**config.mk**
```make
export PLATFORM = sky130hd
export DESIGN_NAME = am2940_word_counter
export DESIGN_NICKNAME = d
export VERILOG_FILES = /design/src/rtl/am2940_word_counter.sv
export SDC_FILE = /design/constraint.sdc
export NUM_CORES = 1
export LEC_CHECK = 0
export ABC_AREA = 1
export CORE_UTILIZATION = 31
export CTS_BUF_LIST = sky130_fd_sc_hd__clkbuf_2
export DETAILED_ROUTE_END_ITERATION = 8
export PLACE_DENSITY = 0.52
export SLEW_MARGIN = 5
export SYNTH_ARGS = -nofsm -noshare
export SYNTH_HDL_FRONTEND = slang
export SYNTH_SLANG_ARGS = --single-unit
```
**constraint.sdc**
```tcl
create_clock -name clk -period 2.85 [get_ports clk]
set_input_delay 0.57 -clock clk [delete_from_list [all_inputs] [get_ports clk]]
set_output_delay 0.57 -clock clk [all_outputs]
set_load 0.03 [all_outputs]
```
**src/rtl/am2940_word_counter.sv**
```systemverilog
// Am2940 word-count section: loads a transfer length, counts transfers,
// raises a transfer-complete flag, and reads its count back onto the bus.
//
// Optional build macro: AM2940_DONE_LATCH_EN
//   defined   -> done is sticky until load, reinit or reset
//   undefined -> done reflects the most recent count event only
//
// The readback port is named do_data because "do" is a reserved word.
module am2940_word_counter #(
  parameter int W = 4
) (
  input  logic         clk,
  input  logic         rst_n,
  input  logic [W-1:0] di,
  input  logic         wr_n,
  input  logic         reinit_n,
  input  logic         cnte_n,
  input  logic [1:0]   mode,
  input  logic         rd_n,
  output logic [W-1:0] do_data,
  output logic         do_valid,
  output logic         done,
  output logic [W-1:0] cnt_o
);

  localparam logic [W-1:0] ONE = {{(W-1){1'b0}}, 1'b1};

  logic [W-1:0] r_wc;
  logic [W-1:0] r_cnt;
  logic         r_done;
  logic [W-1:0] r_do;
  logic         r_do_valid;

  logic [W-1:0] w_wc_nxt;
  logic [W-1:0] w_cnt_nxt;
  logic         w_done_nxt;
  logic         w_term;

  // Next-state selection with priority load > reinit > count.
  always_comb begin
    w_wc_nxt   = r_wc;
    w_cnt_nxt  = r_cnt;
    w_done_nxt = r_done;
    w_term     = 1'b0;
    if (!wr_n) begin
      w_wc_nxt   = di;
      w_cnt_nxt  = (mode == 2'b01) ? '0 : di;
      w_done_nxt = 1'b0;
    end else if (!reinit_n) begin
      w_cnt_nxt  = (mode == 2'b01) ? '0 : r_wc;
      w_done_nxt = 1'b0;
    end else if (!cnte_n) begin
      case (mode)
        2'b00: begin
          w_cnt_nxt = r_cnt - ONE;
          w_term    = (w_cnt_nxt == '0);
`ifdef AM2940_DONE_LATCH_EN
          w_done_nxt = r_done | w_term;
`else
          w_done_nxt = w_term;
`endif
        end
        2'b01: begin
          w_cnt_nxt = r_cnt + ONE;
          w_term    = (w_cnt_nxt == r_wc);
`ifdef AM2940_DONE_LATCH_EN
          w_done_nxt = r_done | w_term;
`else
          w_done_nxt = w_term;
`endif
        end
        default: begin
          // hold modes: count events are ignored entirely
          w_cnt_nxt  = r_cnt;
          w_done_nxt = r_done;
        end
      endcase
    end
  end

  // Word-count register, counter and completion flag.
  always_ff @(posedge clk or negedge rst_n) begin
    if (!rst_n) begin
      r_wc   <= '0;
      r_cnt  <= '0;
      r_done <= 1'b0;
    end else begin
      r_wc   <= w_wc_nxt;
      r_cnt  <= w_cnt_nxt;
      r_done <= w_done_nxt;
    end
  end

  // Readback captures the pre-update count; data holds between reads.
  always_ff @(posedge clk or negedge rst_n) begin
    if (!rst_n) begin
      r_do       <= '0;
      r_do_valid <= 1'b0;
    end else if (!rd_n) begin
      r_do       <= r_cnt;
      r_do_valid <= 1'b1;
    end else begin
      r_do_valid <= 1'b0;
    end
  end

  assign do_data  = r_do;
  assign do_valid = r_do_valid;
  assign done     = r_done;
  assign cnt_o    = r_cnt;

endmodule
```
==> flow_summary.yaml <==
run_status:
  status: "complete, no violations"
min_path:
  hold_path_depth: 2
  hp-class: "reg2reg"
synthesis:
  syn-cell-area_um2: 868
  synth_area_per_cell_um2: 7.36
  ys_types: 24
  syn_nets: 133
  synth.area.top_cells: "dfrtp_1, nand2_1, nand3_1, inv_1, ha_1"
  yosysSeqAreaShare_pct: 40.3
  ys.warnings.count: 0
  synthCells: 118
  synth_seq_cells: 14
  synth_top_area_share_pct: 40.3
  yosys.area.top_type: "dfrtp_1"
timing:
  tns_ns: 0
  worst_pin_slew_ns: 0.665
  drv_slew: 0
  fin_worst_skew_ns: 0.000547
  rsz0062_at_grt: "false"
  post-route-min-period_ns: 2.14
  fmax_ghz: 0.468
  hold_violations: 0
  whs_ns: 0.507
  finalCritPeriodShare_pct: 75.0
  setup_violations: 0
  relSlewSlack_pct: 55.5
  worst_slack_ns: 0.712
cts:
  clk_latency_ns: 0.28
  cts_setup_buffers: 0
  max-clock-path-buffers: 2
  cts_tree: "yes"
  cts_hold_buf: 0
  htreeDepth: 1
  root_buffer: "clkbuf_2"
  cts_made_buffers: 3
  clk_pin_slew_ns: 0.14
  cts-resized-gates: 0
  cts.sink_count: 14
detailed_routing:
  vias_per_cell: 4.79
  ant_nets: 0
  wl_per_cell_um: 11.2
  totalWireLength_mm: 1.91
  drt_pass1_iterations: 4
  drc_errors: 0
  first_iter_violations: 11
  vias: 815
power:
  powerDensity_nw_per_um2: 503
  pwr-share-clk_pct: 17.2
  p_comb_share_pct: 39.0
  p_seq_share_pct: 43.8
  p_sw_share_pct: 39.5
  power.internal_mw: 0.341
  switchingPower_mw: 0.223
  irDropWorstVdd_uv: 230
  p_leak_nw: 0.536
  total_power_mw: 0.563
placed_design:
  dp_hpwl_mm: 1.54
  post-place-ws_ns: 0.894
  place_congestion: 0.836
  io_buffers: 21
job:
  cap_viol_max_count: 0
global_routing:
  grt_pass1_wl_mm: 3.21
  grt_pass1_vias: 722
  grt_use_total_pct: 15.3
  grt_start_max_net_pins: 15
  antenna_found_initial: 0
  gr-total-overflow: 0
floorplan:
  die_area_um2: 3020
  io_pins: 22
  start_util_pct: 33.8
  num_rows: 18
  die_h_um: 54.9
  fp.coreArea_um2: 2570
  die_x_um: 54.9
setup_path:
  cp_top_family: "buffers and inverters"
  crit_path_end_kind: "output pin"
  reg2reg_depth: 9
  cp_slowest_cell: "clkdlybuf4s50_1"
  crit_type: "reg2out"
  max_stage_delay_ns: 0.73
  path_depth: 1
  worst_setup_path_start_kind: "flip-flop"
  rrSetupSlack_ns: 1.19
  path_cells: "clkdlybuf4s50_1"
  critical_path_arrival_ns: 1.57
  critPathBufInv: 1
  crit_required_ns: 2.28
  cp_max_fo: 9
layout:
  fill_cells: 281
  diodes: 0
  drive_above_1_share_pct: 10.7
  regArea_um2: 350
  nNetsFinal: 157
  multiInputGateArea_um2: 432
  area_growth_pct: 29.0
area by class of cell:
cell class | count | area share (%)
Inverter | 20 | 6.70
Sequential cell | 14 | 31.3
Timing Repair Buffer | 21 | 18.8
Clock buffer | 3 | 1.34
Tap cell | 30 | 3.35
Multi-Input combinational cell | 82 | 38.5
metrics by stage:
step,instances,cell area [um^2],util [%]
global route,170,1120,43.6
global placement,167,1100,43.0
CTS,170,1120,43.6
floorplan,118,868,-
detailed placement,167,1100,43.0
finish,170,1120,43.6
Yosys cell counts:
| cell type | count |
|---|---|
| o22ai_1 | 3 |
| dfrtp_1 | 14 |
| nand2_2 | 1 |
| inv_2 | 6 |
| a21oi_4 | 1 |
| xnor2_1 | 1 |
| clkinv_1 | 1 |
| nand3_1 | 12 |
| o21ai_1 | 3 |
| inv_1 | 13 |
| clkbuf_1 | 1 |
| a21oi_2 | 1 |
| a22oi_2 | 1 |
| nor2_4 | 1 |
| nand4_1 | 2 |
| nand3_2 | 1 |
| o21ai_0 | 7 |
| a21oi_1 | 3 |
| nor2_1 | 5 |
| nor3_1 | 1 |
| ha_1 | 3 |
| xor2_1 | 1 |
| buf_4 | 1 |
| nand2_1 | 35 |
kinds of logic (layout without fill, tap and decap cells):
logic type,Yosys count,in the layout,share of synthesized area [%]
simple gates,58,58,29.4
fa+ha+maj,3,3,4.32
flops,14,14,40.3
buf+inv,22,44,9.94
xor+xnor,2,2,2.02
compound gates,19,19,14.0
flip-flops by register name, indices dropped and copies added (netlist names):
register and flops:
cnt_o 4, do_data 4, r_wc 4, done 1
do_valid 1
cell usage in the layout (no fill, tap or decap), drive strengths merged:
cell,count
nand3,13
o21ai,10
nor2,6
nand2,36
xnor2,1
nor3,1
a21oi,5
a22oi,1
clkdlybuf4s50,21
inv,19
dfrtp,14
ha,3
clkbuf,3
xor2,1
o22ai,3
nand4,2
clkinv,1
power by group through the flow:
stage / Sequential [mW] / Clock, mW / Combinational [mW]
6_report: 0.247 / 0.0966 / 0.220
5_1_grt: 0.252 / 0.104 / 0.243
4_1_cts: 0.248 / 0.0996 / 0.222
3_5_place_dp: 0.252 / 0 / 0.222
3_3_place_gp: 0.252 / 0 / 0.220
2_1_floorplan: 0.283 / 0 / 0.105
per-layer routing:
| layer | routed length [um] | global-route usage [%] |
|---|---|---|
| met4 | 10 | 3.75 |
| met5 | 0 | 0 |
| met2 | 879 | 23.9 |
| met1 | 946 | 20.2 |
| met3 | 71 | 5.19 |
final timing paths:
| path | from | end |
|---|---|---|
| setup / recovery | cnt_o[0]$_DFFE_PN0P_ | cnt_o[0] |
| hold / removal | do_data[2]$_DFFE_PN0N_ | do_data[2]$_DFFE_PN0N_ |
| setup reg to reg | cnt_o[0]$_DFFE_PN0P_ | done$_DFFE_PN0P_ |
| hold reg to reg | do_data[2]$_DFFE_PN0N_ | do_data[2]$_DFFE_PN0N_ |
| max in group asynchronous | rst_n | r_wc[1]$_DFFE_PN0N_ |
| min in group asynchronous | rst_n | do_data[0]$_DFFE_PN0N_ |
(Power assumes the default switching activity.)
